<file path="config.mk">
export PLATFORM = sky130hd
export DESIGN_NAME = maxpool_stream
export DESIGN_NICKNAME = d
export VERILOG_FILES = /design/src/rtl/maxpool_stream.sv
export SDC_FILE = /design/constraint.sdc
export NUM_CORES = 1
export LEC_CHECK = 0
export CAP_MARGIN = 20
export CORE_ASPECT_RATIO = 0.7
export CORE_MARGIN = 2
export CORE_UTILIZATION = 55
export DETAILED_ROUTE_END_ITERATION = 8
export DONT_BUFFER_PORTS = 1
export GPL_ROUTABILITY_DRIVEN = 0
export PLACE_DENSITY_LB_ADDON = 0.08
export SYNTH_ARGS = -nofsm -noshare
export SYNTH_HDL_FRONTEND = slang
export SYNTH_SLANG_ARGS = --single-unit
</file>
<file path="constraint.sdc">
create_clock -name clk -period 4 [get_ports clk]
set_clock_uncertainty 0.15 [all_clocks]
set_input_delay 0.2 -clock clk [delete_from_list [all_inputs] [get_ports clk]]
set_output_delay 0.2 -clock clk [all_outputs]
set_load 0.02 [all_outputs]
</file>
<file path="src/rtl/maxpool_stream.sv">
// maxpool_stream
//   Streaming per-channel max pooling. Each accepted beat carries one window
//   element for every lane; after WIN beats the per-lane maximum is presented
//   on a registered output with a valid/ready handshake.
//
// Parameters
//   DATA_W  element width in bits
//   WIN     elements per pooling window (1..256)
//   CH      number of lanes pooled in parallel
//
// Ports
//   clk          rising-edge clock
//   rst_n        asynchronous reset, active low
//   in_valid     in_data carries one element per lane
//   in_ready     beat is accepted this cycle (= !out_valid || out_ready)
//   in_data      lane k at [k*DATA_W +: DATA_W]
//   signed_mode  1: two's-complement compare, 0: unsigned (sampled on first beat)
//   out_valid    out_data holds a completed window result
//   out_ready    consumer takes the result this cycle
//   out_data     per-lane window maximum, same packing as in_data
//   out_idx      per-lane position of the first maximum (MAXPOOL_ARGMAX_EN only)
//
// Configuration macro
//   MAXPOOL_ARGMAX_EN  adds per-lane index tracking and the out_idx port.
module maxpool_stream #(
    parameter int  DATA_W = 8,
    parameter int  WIN    = 9,
    parameter int  CH     = 4,
    localparam int IDX_W  = (WIN > 1) ? $clog2(WIN) : 1
) (
    input  logic                 clk,
    input  logic                 rst_n,
    input  logic                 in_valid,
    output logic                 in_ready,
    input  logic [CH*DATA_W-1:0] in_data,
    input  logic                 signed_mode,
    output logic                 out_valid,
    input  logic                 out_ready,
    output logic [CH*DATA_W-1:0] out_data
`ifdef MAXPOOL_ARGMAX_EN
    ,
    output logic [CH*IDX_W-1:0]  out_idx
`endif
);

    typedef enum logic {
        ST_START = 1'b0,
        ST_ACCUM = 1'b1
    } state_t;

    state_t               w_state;
    logic [IDX_W-1:0]     r_cnt;
    logic [IDX_W-1:0]     w_cnt_nxt;
    logic                 r_mode;
    logic                 w_mode;
    logic                 w_accept;
    logic                 w_last;
    logic [CH-1:0]        w_take;
    logic [DATA_W-1:0]    w_in      [CH];
    logic [DATA_W-1:0]    r_acc     [CH];
    logic [DATA_W-1:0]    w_acc_nxt [CH];
    logic [CH*DATA_W-1:0] w_out_nxt;
    logic                 r_out_valid;
    logic [CH*DATA_W-1:0] r_out_data;

    // Strict greater-than under the selected number format.
    function automatic logic f_greater(input logic [DATA_W-1:0] a,
                                       input logic [DATA_W-1:0] b,
                                       input logic              is_signed);
        logic res;
        if (is_signed) begin
            res = ($signed(a) > $signed(b));
        end else begin
            res = (a > b);
        end
        return res;
    endfunction

    // The output register can always be refilled when it is empty or being drained.
    assign in_ready  = !r_out_valid || out_ready;
    assign out_valid = r_out_valid;
    assign out_data  = r_out_data;

    // Window state decode, per-lane select and counter advance.
    always_comb begin
        w_state   = (r_cnt == IDX_W'(0)) ? ST_START : ST_ACCUM;
        w_accept  = in_valid && in_ready;
        w_last    = (r_cnt == IDX_W'(WIN - 1));
        w_mode    = r_mode;
        w_take    = {CH{1'b0}};
        w_out_nxt = {(CH*DATA_W){1'b0}};
        for (int k = 0; k < CH; k++) begin
            w_in[k]      = in_data[k*DATA_W +: DATA_W];
            w_acc_nxt[k] = r_acc[k];
        end
        case (w_state)
            // First element of a window: load unconditionally and latch the mode.
            ST_START: begin
                w_mode = signed_mode;
                w_take = {CH{1'b1}};
            end
            // Later elements: replace only on strictly greater, so ties keep the earlier one.
            ST_ACCUM: begin
                w_mode = r_mode;
                for (int k = 0; k < CH; k++) begin
                    w_take[k] = f_greater(w_in[k], r_acc[k], r_mode);
                end
            end
            default: begin
                w_mode = r_mode;
                w_take = {CH{1'b0}};
            end
        endcase
        for (int k = 0; k < CH; k++) begin
            if (w_take[k]) begin
                w_acc_nxt[k] = w_in[k];
            end else begin
                w_acc_nxt[k] = r_acc[k];
            end
            w_out_nxt[k*DATA_W +: DATA_W] = w_acc_nxt[k];
        end
        if (w_last) begin
            w_cnt_nxt = IDX_W'(0);
        end else begin
            w_cnt_nxt = r_cnt + IDX_W'(1);
        end
    end

    // Window accumulation: element counter, latched mode and per-lane running maxima.
    always_ff @(posedge clk or negedge rst_n) begin
        if (!rst_n) begin
            r_cnt  <= IDX_W'(0);
            r_mode <= 1'b0;
            for (int k = 0; k < CH; k++) begin
                r_acc[k] <= DATA_W'(0);
            end
        end else if (w_accept) begin
            r_cnt  <= w_cnt_nxt;
            r_mode <= w_mode;
            for (int k = 0; k < CH; k++) begin
                r_acc[k] <= w_acc_nxt[k];
            end
        end
    end

    // Result register: load on the last beat of a window, clear when drained.
    always_ff @(posedge clk or negedge rst_n) begin
        if (!rst_n) begin
            r_out_valid <= 1'b0;
            r_out_data  <= {(CH*DATA_W){1'b0}};
        end else if (w_accept && w_last) begin
            r_out_valid <= 1'b1;
            r_out_data  <= w_out_nxt;
        end else if (out_ready) begin
            r_out_valid <= 1'b0;
        end
    end

`ifdef MAXPOOL_ARGMAX_EN
    logic [IDX_W-1:0]    r_idx     [CH];
    logic [IDX_W-1:0]    w_idx_nxt [CH];
    logic [CH*IDX_W-1:0] w_oidx_nxt;
    logic [CH*IDX_W-1:0] r_out_idx;

    assign out_idx = r_out_idx;

    // Index follows the element selection; r_cnt is 0 on a window's first beat.
    always_comb begin
        w_oidx_nxt = {(CH*IDX_W){1'b0}};
        for (int k = 0; k < CH; k++) begin
            if (w_take[k]) begin
                w_idx_nxt[k] = r_cnt;
            end else begin
                w_idx_nxt[k] = r_idx[k];
            end
            w_oidx_nxt[k*IDX_W +: IDX_W] = w_idx_nxt[k];
        end
    end

    // Per-lane index registers and the registered index output.
    always_ff @(posedge clk or negedge rst_n) begin
        if (!rst_n) begin
            r_out_idx <= {(CH*IDX_W){1'b0}};
            for (int k = 0; k < CH; k++) begin
                r_idx[k] <= IDX_W'(0);
            end
        end else if (w_accept) begin
            for (int k = 0; k < CH; k++) begin
                r_idx[k] <= w_idx_nxt[k];
            end
            if (w_last) begin
                r_out_idx <= w_oidx_nxt;
            end
        end
    end
`endif

endmodule

</file>
==> results of run 1 <==
## worst max-delay path, cell delays in order, from the launching register on
cell and delay (ns):
dfrtp_1 0.39, inv_1 0.13, ha_1 0.27, a21o_1 0.23, a2111oi_4 0.39, nand2_2 0.34
and3_1 0.30, o31a_1 0.26
## worst paths after layout
| kind | depth (start not counted) | startpoint | endpoint | slack [ns] |
|---|---|---|---|---|
| max | 7 | r_acc[13] | out_data[16] | 1.41 |
| min | 3 | in_data[16] | r_acc[8] | 0.01 |
| max reg2reg | 7 | r_acc[13] | out_data[16] | 1.41 |
| min reg2reg | 1 | r_acc[23] | r_acc[23] | 0.38 |
| max in group asynchronous | 2 | rst_n | out_data[26] | 3.12 |
| min in group asynchronous | 2 | rst_n | out_data[21] | 0.26 |
## what timing repair did
item | 4_1_cts | 5_1_grt
hold endpoints to repair | 135 | 0
gates resized for setup | 0 | 0
hold buffers | 35 | 0
## cells in the mapped netlist, types with 2 or more instances
| cell type | number | area [um^2] |
|---|---|---|
| a21o_1 | 8 | 60.1 |
| mux2_2 | 19 | 214 |
| nand4_1 | 37 | 231 |
| a222oi_1 | 14 | 140 |
| and2_1 | 4 | 25.0 |
| and4_2 | 2 | 20.0 |
| o21ai_4 | 2 | 32.5 |
| o21ai_0 | 14 | 70.1 |
| o211ai_1 | 23 | 173 |
| nand2_1 | 38 | 143 |
| and3_1 | 6 | 37.5 |
| nand2b_1 | 4 | 25.0 |
| buf_2 | 8 | 40.0 |
| a31oi_1 | 15 | 93.8 |
| nor2_1 | 31 | 116 |
| clkbuf_1 | 20 | 75.1 |
| nand3_1 | 40 | 200 |
| nand3b_1 | 3 | 22.5 |
| o21a_1 | 2 | 15.0 |
| a21oi_1 | 14 | 70.1 |
| o311ai_0 | 7 | 61.3 |
| inv_1 | 36 | 135 |
| buf_6 | 2 | 22.5 |
| or3_1 | 4 | 25.0 |
| a22oi_1 | 2 | 15.0 |
| a31oi_4 | 2 | 42.5 |
| dfrtp_1 | 70 | 1750 |
| ha_1 | 34 | 425 |
| a31o_2 | 2 | 17.5 |
| nor2b_1 | 3 | 18.8 |
## metrics by stage
step                power, uW  cell area [um^2]  util, %  instances
floorplan                2960              4470        -        483
global placement         3260              4470     56.8        554
detailed placement       3310              4470     56.8        554
CTS                      4260              5160     65.6        605
global route             4600              5200     66.1        607
finish                   4290              5200     66.1        607
## final cells by class
type	count	area, um^2	area share (%)
tap	101	126	2.43
clock buffer	11	243	4.67
multi-input combinational	345	2440	47.0
inverter	36	135	2.60
sequential	70	1750	33.7
clock inverter	5	82.6	1.59
timing repair buffer	39	418	8.04
## cells by family (layout without fill, tap and decap cells)
| group | after synthesis | after routing | synth area share [%] |
|---|---|---|---|
| AND/OR/NAND/NOR | 178 | 178 | 20.4 |
| AO/OA/AOI/OAI | 113 | 113 | 19.6 |
| flip-flops | 70 | 70 | 39.2 |
| buffers and inverters | 68 | 91 | 6.30 |
| adder cells (fa/ha/maj) | 34 | 34 | 9.51 |
| multiplexers | 20 | 20 | 5.01 |
## registers in the layout, summed over array words and instances, names as in the netlist
name	count
out_data	32
out_valid	1
r_acc	32
r_cnt	4
r_mode	1
## power by group through the flow
stage | combinational, uW | sequential, uW | clock, uW
finish | 1950 | 1460 | 878
global route | 2170 | 1510 | 921
global placement | 1800 | 1470 | 0
CTS | 1900 | 1460 | 894
detailed placement | 1840 | 1470 | 0
floorplan | 1570 | 1380 | 0
## per-layer routing
layer	vias up	GRT usage, %	share of wire [%]
met1	1903	38.0	48
met5	-	0	0
li1	1864	-	-
met4	0	5.80	0.85
met3	11	6.76	5.8
met2	98	43.5	45
==> summary.md, run 1 <==
| Metric | Value |
|---|---|
| Status | `completed` |
| Sequential fraction of design power | `approximately 34%` |
| Main flop type after synthesis | `dfrtp_1` |
| Post-route minimum period | `about 2.6 ns` |
| EDFF count, synth | `0` |
| Post-DRT Antenna Nets | `0` |
| Core box area | `0.00787 mm^2` |
| Internal power | `2350 uW` |
| CP arrival | `about 2.7 ns` |
| Die W | `112 um` |
| Yosys warns | `0` |
| Max-cap check violation count | `0` |
| Critical path fanouts, max | `25` |
| Clock Tree Buf Depth | `2` |
| Vias after detailed routing | `3876` |
| Crit end category | `flip-flop` |
| Worst slack, placed | `1.19 ns` |
| Final setup TNS | `0 ns` |
| Drt drc | `0` |
| Clock sink count | `70` |
| Clock transition at path regs | `0.06 ns` |
| Relative slew slack | `39.7%` |
| Sw Ratio | `45.4%` |
| Max-slew violations | `0` |
| GRT Util Overall | `27.3%` |
| Hold Fails Final Rpt | `0` |
| Worst skew pair latency | `0.33 ns` |
| Root Buffer | `clkbuf_16` |
| First-pass DRT Iterations | `5` |
| DIE AREA | `0.00888 mm^2` |
| Post-CTS setup buffer count | `0` |
| Height of the die | `79.4 um` |
| Data required time of the worst path | `4.07 ns` |
| Total Nets Final | `572` |
| Worst Tran Pin Value | `0.900 ns` |
| Endpoints failing setup | `0` |
| DP HPWL | `7080 um` |
| Post-Syn Area | `0.00447 mm^2` |
| CP Launch Type | `flip-flop` |
| Seq cells post-synth | `70` |
| RSZ-0062 raised after global routing | `no` |
| 1st-iter DRT viols | `388` |
| Vias in the first global route | `3699` |
| Vias per cell | `6.39` |
| Final period util | `64.6%` |
| Clock power frac | `20.5%` |
| Largest net degree at the start of global routing | `71` |
| Synthesized Nets | `554` |
| Pleak | `0.00229 uW` |
| Routed WL per cell | `19.2 um` |
| Fillers | `approximately 660` |
| Synth Area per Inst | `between 9 and 10 um^2` |
| Hold/Removal Path Class | `input pin to flip-flop` |
| Std-Cell Rows | `27` |
| Psw | `between 1500 and 2000 uW` |
| Post-synth cell types | `47` |
| H-tree depth | `3` |
| CTS tree | `done` |
| CTS Buf Count | `9` |
| Share of layout cells above drive strength 1 | `10.7%` |
| P per Cell Area | `826 mW/mm^2` |
| Setup Crit Path Kind | `flip-flop to flip-flop` |
| Grt ovf | `0` |
| Synth-to-layout area growth | `16.3%` |
| Gate power share | `45.4%` |
| Global-route wire length before repair | `19000 um` |
| Commonest non-fill, non-tap cell in the layout | `dfrtp_1` |
| Starting Density | `56.8%` |
| Initial antenna violation count | `0` |
| Ant. Diodes | `0` |
| Most frequent cells in the layout | `70 x dfrtp_1, 40 x nand3_1, 38 x nand2_1` |
| Final worst slack | `1.41 ns` |
| Hold Slack | `0.0122 ns` |
| I/O pins | `71` |
| Highest clock rate | `387 MHz` |
| Proportion of synthesized chip area in sequential cells | `39.2%` |
| Peak supply drop | `roughly 0.42 mV` |
| Ys async rst share | `100%` |
| Mapped Cells | `483` |
| Port Buffer Count | `0` |
| Routed WL | `11700 um` |
No activity file was read; power rests on OpenSTA's default activity.
==> run 2: changes to the inputs <==
- clock period: 4 -> 2.23 ns (I/O delays scaled with it)
==> run 2 against run 1 <==
  * The flow now finishes with violations (setup timing)
  * Global-route usage increased by 2.7 points
  * Final cell count increased by 10%
  * Final area increased by 18%
  * Non-clock buffer count increased by 61
  * Sequential power increased by 80%
  * Routed wire length increased by 17%
  * Utilization increased by 12 points
  * Clock power increased by 130%
  * Flip-flop and latch count unchanged
  * First-iteration DRC count increased by 18%
  * Critical path depth increased by 1
  * Count of clock-buffer cells in the layout decreased by 1
  * Critical path type unchanged
==> summary.md, run 2 (same netlist as run 1, synthesis figures left out) <==
| Metric | Value |
|---|---|
| Hold Startpoint | `out_ready` |
| Relative slew slack | `69.6%` |
| Vias after detailed routing | `4292` |
| DP HPWL | `approximately 8000 um` |
| Status | `finished with violations` |
| Largest net degree at the start of global routing | `approximately 70` |
| Cell Area, Placed | `0.00484 mm^2` |
| Max-cap check violation count | `0` |
| Failing checks | `setup timing` |
| Initial antenna violation count | `0` |
| Max incr delay on CP | `between 0.3 and 0.4 ns` |
| Data required time of the worst path | `about 2.3 ns` |
| R2R Path End | `r_acc[26]` |
| Worst Tran Pin Value | `around 0.46 ns` |
| Post-route minimum period | `2.29 ns` |
| I/O pins | `71` |
| Global-route wire length before repair | `20900 um` |
| Hold depth | `3` |
| Starting Density | `56.8%` |
| Fillers | `a little over 500` |
| First-pass DRT Iterations | `6` |
| Commonest non-fill, non-tap cell in the layout | `dfrtp_1` |
| Final Non-Filler Cells | `about 670` |
| Hold Fails Final Rpt | `0` |
| Register area | `0.00175 mm^2` |
| P per Cell Area | `1600 mW/mm^2` |
| Clock transition at path regs | `approximately 0.06 ns` |
| Total Nets Final | `633` |
| Highest clock rate | `437 MHz` |
| Vias in the first global route | `4090` |
| Worst skew pair latency | `0.34 ns` |
| Clock Tree Buf Depth | `2` |
| Height of the die | `79.4 um` |
| Endpoints failing setup | `8` |
| Final period util | `103%` |
| CP arrival | `about 2.4 ns` |
| Max-slew violations | `0` |
| WHS Endpoint | `out_valid` |
| Drt drc | `0` |
| Grt ovf | `0` |
| Std-Cell Rows | `27` |
| Worst reg2reg path startpoint | `r_acc[27]` |
| Layout Cell Area excl Fill | `0.00615 mm^2` |
| Setup Crit Path Kind | `flip-flop to flip-flop` |
| Most frequent cells in the layout | `70 x dfrtp_1, 53 x buf_4, 40 x nand3_1` |
| Critical path fanouts, max | `8` |
| 1st-iter DRT viols | `about 460` |
| Share of layout cells above drive strength 1 | `27.0%` |
| CP Launch Type | `flip-flop` |
| Routed WL per cell | `20.5 um` |
| RSZ-0062 raised after global routing | `yes` |
| Dpl cells | `596` |
| Peak supply drop | `0.901 mV` |
| Crit path max-delay cell type | `dfrtp_1` |
| H-tree depth | `3` |
| Hold Slack | `between 0.05 and 0.06 ns` |
| CP Cell Sequence | `inv_2 > ha_4 > nand4_1 > or3_1 > and3_4 > o21ai_4 > buf_12 > mux2_4` |
| Routed WL | `13700 um` |
| CTS tree | `done` |
| Post-DRT Antenna Nets | `0` |
| Port Buffer Count | `0` |
| Core box area | `0.00787 mm^2` |
| Worst Path Buf+Inv | `2` |
| Synth-to-layout area growth | `37.6%` |
| Die W | `112 um` |
| GRT Util Overall | `approximately 30%` |
| Crit end category | `flip-flop` |
| Reg-to-reg setup timing slack | `-0.06 ns` |
| Top delay family on crit path | `simple AND/OR/NAND/NOR gates` |
| Ant. Diodes | `0` |
| Clock sink count | `70` |
| Vias per cell | `6.43` |
| Root Buffer | `clkbuf_16` |
| Multi-input logic area | `0.00277 mm^2` |
| CTS Buf Count | `9` |
| Pleak | `around 0.0028 uW` |
| Hold/Removal Path Class | `input pin to flip-flop` |
| DIE AREA | `0.00888 mm^2` |
| Final worst slack | `-0.0582 ns` |
| R2R depth | `8` |
run 2: cell types whose count changed in the layout (fill, tap and decap cells not counted), sizes merged:
| cell | delta |
|---|---|
| dlygate4sd3 | +1 |
| bufinv | +4 |
| clkinvlp | -3 |
| buf | +59 |
run 2: stage by stage:
| stage | TNS (ns) | power (uW) | util (%) | setup WS, ns |
|---|---|---|---|---|
| after floorplan | -0.0448 | 5320 | - | -0.00280 |
| after global placement | -0.191 | 6440 | 61.5 | -0.0182 |
| after detailed placement | -1.29 | 6580 | 61.5 | -0.106 |
| after CTS | -0.0409 | 9120 | 73.8 | -0.0140 |
| after global routing | -1.59 | 10400 | 78.2 | -0.0869 |
| final | -0.380 | 9840 | 78.2 | -0.0582 |
run 2: how the worst max path moves through the flow:
stage,from,to,slack (ns),cells past startpoint
floorplan,r_acc[23],r_acc[16],-0.003,8
global placement,r_acc[19],r_acc[23],-0.02,7
detailed placement,r_acc[15],r_acc[13],-0.11,7
CTS,r_acc[27],r_acc[25],-0.01,8
global route,r_acc[27],r_acc[27],-0.09,8
finish,r_acc[27],r_acc[26],-0.06,8
run 2: tightest hold or removal path, cell delays in order:
cell and delay, ns:
nand2b_1 0.17, buf_4 0.18, nand2_1 0.05
run 2: timing repair:
action,CTS,global route
buffers inserted,9,9
resized for setup,22,49
hold buffers,36,0
endpoints found under the setup margin,34,49
hold endpoints to repair,135,0
pin swaps,8,35
cloned,0,2
run 2: report_power, final:
group          internal, uW  switching (uW)
Clock                  1460             587
Sequential             1840             790
Combinational          2510            2660
run 2: metal layers:
layer  global-route usage [%]  part of all wire [%]
met2                     48.4                    48
met4                     7.90                   1.2
met5                        0                     0
met1                     40.5                    44
met3                     7.52                   7.0
run 2: final cells by class:
| cell class | count | area share (%) |
|---|---|---|
| inverters | 36 | 2.20 |
| repair buffers | 100 | 15.5 |
| multi-input cells | 345 | 44.9 |
| well taps | 101 | 2.05 |
| clock buffers | 10 | 3.88 |
| clock inverters | 6 | 2.93 |
| flip-flops and latches | 70 | 28.5 |
==> run 3: changes to the inputs <==
- CORE_UTILIZATION: 55 -> 36
- clock period: 2.23 -> 2.9 ns (I/O delays scaled with it)
==> run 3 against run 2 <==
  * The flow now finishes without violations
  * Total power fell by 38%
  * Maximum frequency fell by 11%
  * Non-clock buffer count fell by 53
  * Utilization fell by 34 points
  * Count of clock-buffer cells in the layout did not move
  * Clock power fell by 37%
  * Hold slack improved by 0.043 ns
  * Routed wire length fell by 10%
  * Critical endpoint is now r_acc[18]
==> summary.md, run 3 (same netlist as run 1, synthesis figures left out) <==
| Metric | Value |
|---|---|
| Status | `completed` |
| CP Cell Sequence | `inv_1 > ha_1 > nand2_1 > or3_1 > and3_1 > o21ai_4 > mux2_2` |
| Initial antenna violation count | `0` |
| CP arrival | `2.64 ns` |
| GRT Util Overall | `roughly a fifth` |
| Routed WL | `~12000 um` |
| CTS Buf Count | `9` |
| Crit end category | `flip-flop` |
| Final setup TNS | `0 ns` |
| Highest clock rate | `387 MHz` |
| Port Buffer Count | `0` |
| Total Nets Final | `580` |
| Vias per cell | `5.74` |
| RSZ-0062 raised after global routing | `no` |
| Worst Tran Pin Value | `0.599 ns` |
| Grt ovf | `0` |
| CP Launch Type | `flip-flop` |
| Relative slew slack | `60.1%` |
| Clock sink count | `70` |
| Post-CTS setup buffer count | `0` |
| Clock transition at path regs | `around 0.06 ns` |
| Share of layout cells above drive strength 1 | `12.3%` |
| Psw | `2700 uW` |
| Commonest non-fill, non-tap cell in the layout | `dfrtp_1` |
| Data required time of the worst path | `2.96 ns` |
| Std-Cell Rows | `34` |
| H-tree depth | `3` |
| Worst skew pair latency | `approximately 0.33 ns` |
| Sw Ratio | `44.5%` |
| Layout Cell Area excl Fill | `roughly 0.0054 mm^2` |
| First-pass DRT Iterations | `5` |
| Starting Density | `between 30 and 40%` |
| Pleak | `0.00236 uW` |
| Hold Fails Final Rpt | `0` |
| Cell Area, Placed | `0.00464 mm^2` |
| Fillers | `1190` |
| DIE AREA | `approximately 0.013 mm^2` |
| Routed WL per cell | `18.2 um` |
| Ant. Diodes | `0` |
| Clock Tree Buf Depth | `2` |
| Max-slew violations | `0` |
| Max-cap check violation count | `0` |
| Die W | `137 um` |
| Global-route wire length before repair | `20100 um` |
| Largest net degree at the start of global routing | `71` |
| Core box area | `0.0123 mm^2` |
| Setup Crit Path Kind | `flip-flop to flip-flop` |
| Max incr delay on CP | `0.39 ns` |
| Most frequent cells in the layout | `70 x dfrtp_1, 40 x nand3_1, 38 x nand2_1` |
| Peak supply drop | `~0.56 mV` |
| Post-route minimum period | `between 2 and 3 ns` |
| Root Buffer | `clkbuf_16` |
| Endpoints failing setup | `0` |
| CTS tree | `done` |
| Post-DRT Antenna Nets | `0` |
| Gate power share | `a little under half` |
| Internal power | `3360 uW` |
| Synth-to-layout area growth | `19.8%` |
| Crit path max-delay cell type | `mux2_2` |
| P per Cell Area | `1130 mW/mm^2` |
| DP HPWL | `7930 um` |
| I/O pins | `71` |
| Final period util | `between 80 and 90%` |
| Drt drc | `0` |
| 1st-iter DRT viols | `291` |
| Clock power frac | `21.4%` |
| Height of the die | `97.3 um` |
| Hold/Removal Path Class | `input pin to flip-flop` |
| Sequential fraction of design power | `between 30% and 40%` |
| Vias in the first global route | `between 3000 and 4000` |
| Critical path fanouts, max | `9` |
| Vias after detailed routing | `3878` |
## run 3: changes by cell type in the layout (fill, tap and decap cells not counted), moves of 4 or more
cell      previous run  this run
ha_4                15         0
inv_1               29        36
mux2_4              17         0
inv_2                7         0
mux2_2               2        19
buf_12               5         1
a21oi_2              4         0
o311ai_1             4         0
buf_4               53        11
o311ai_0             3         7
ha_1                18        34
## run 3: timing repair
action,in CTS,in global routing
resized for setup,0,1
hold buffers,35,0
endpoints found under the setup margin,0,1
endpoints found under the hold margin,135,0
## run 3: path summary, 6_finish.rpt
check                           slack [ns]      start           end  depth (start not counted)
max in group asynchronous             2.08      rst_n   out_data[9]                          2
worst max register to register        0.32  r_acc[23]     r_acc[18]                          7
worst max-delay path                  0.32  r_acc[23]     r_acc[18]                          7
worst min-delay path                   0.1  out_ready     out_valid                          3
min in group asynchronous             0.21      rst_n  out_data[27]                          2
worst min register to register        0.39  r_acc[26]     r_acc[26]                          1
## run 3: critical path: cells and delay by family (launching register included)
| family | cells | cell delay [ns] |
|---|---|---|
| AOI/OAI and AO/OA | 1 | 0.37 |
| adders and majority gates | 1 | 0.33 |
| buffers and inverters | 1 | 0.05 |
| DFF | 1 | 0.36 |
| muxes | 1 | 0.39 |
| and+or+nand+nor | 3 | 0.81 |
## run 3: final cells by class
type	instances	area [um^2]	share of cell area, %
clock buffers	10	239	4.46
clock inverters	6	109	2.03
inverters	36	135	2.52
multi-input cells	345	2450	45.7
flip-flops and latches	70	1750	32.7
well taps	162	203	3.78
repair buffers	47	470	8.78
## run 3: routing by layer
layer / vias up / wire (um) / GRT usage (%)
met2: 109 / 5470 / 29.7
li1: 1875 / - / -
met1: 1887 / 6130 / 27.6
met5: - / 0 / 0
met3: 7 / 623 / 4.38
met4: 0 / 70 / 4.04
## run 3: power groups by stage
stage                     combinational, uW  clock (uW)  sequential (uW)
after CTS                              2750        1340             2000
after floorplan                        2170           0             1910
after global placement                 2640           0             2010
after detailed placement               2660           0             2020
after global routing                   3130        1380             2070
final                                  2760        1300             2000
## run 3: metrics by stage
| stage | hold slack, ns | util [%] | cells | total power (uW) | setup slack [ns] |
|---|---|---|---|---|---|
| 6_report | 0.0992 | 43.7 | 676 | 6060 | 0.316 |
| 5_1_grt | 0.120 | 43.7 | 676 | 6580 | 0.170 |
| 4_1_cts | 0.0926 | 43.7 | 676 | 6090 | 0.275 |
| 3_5_place_dp | -0.299 | 37.8 | 625 | 4680 | 0.304 |
| 3_3_place_gp | -0.299 | 37.8 | 625 | 4640 | 0.346 |
| 2_1_floorplan | -0.301 | - | 483 | 4080 | 0.619 |
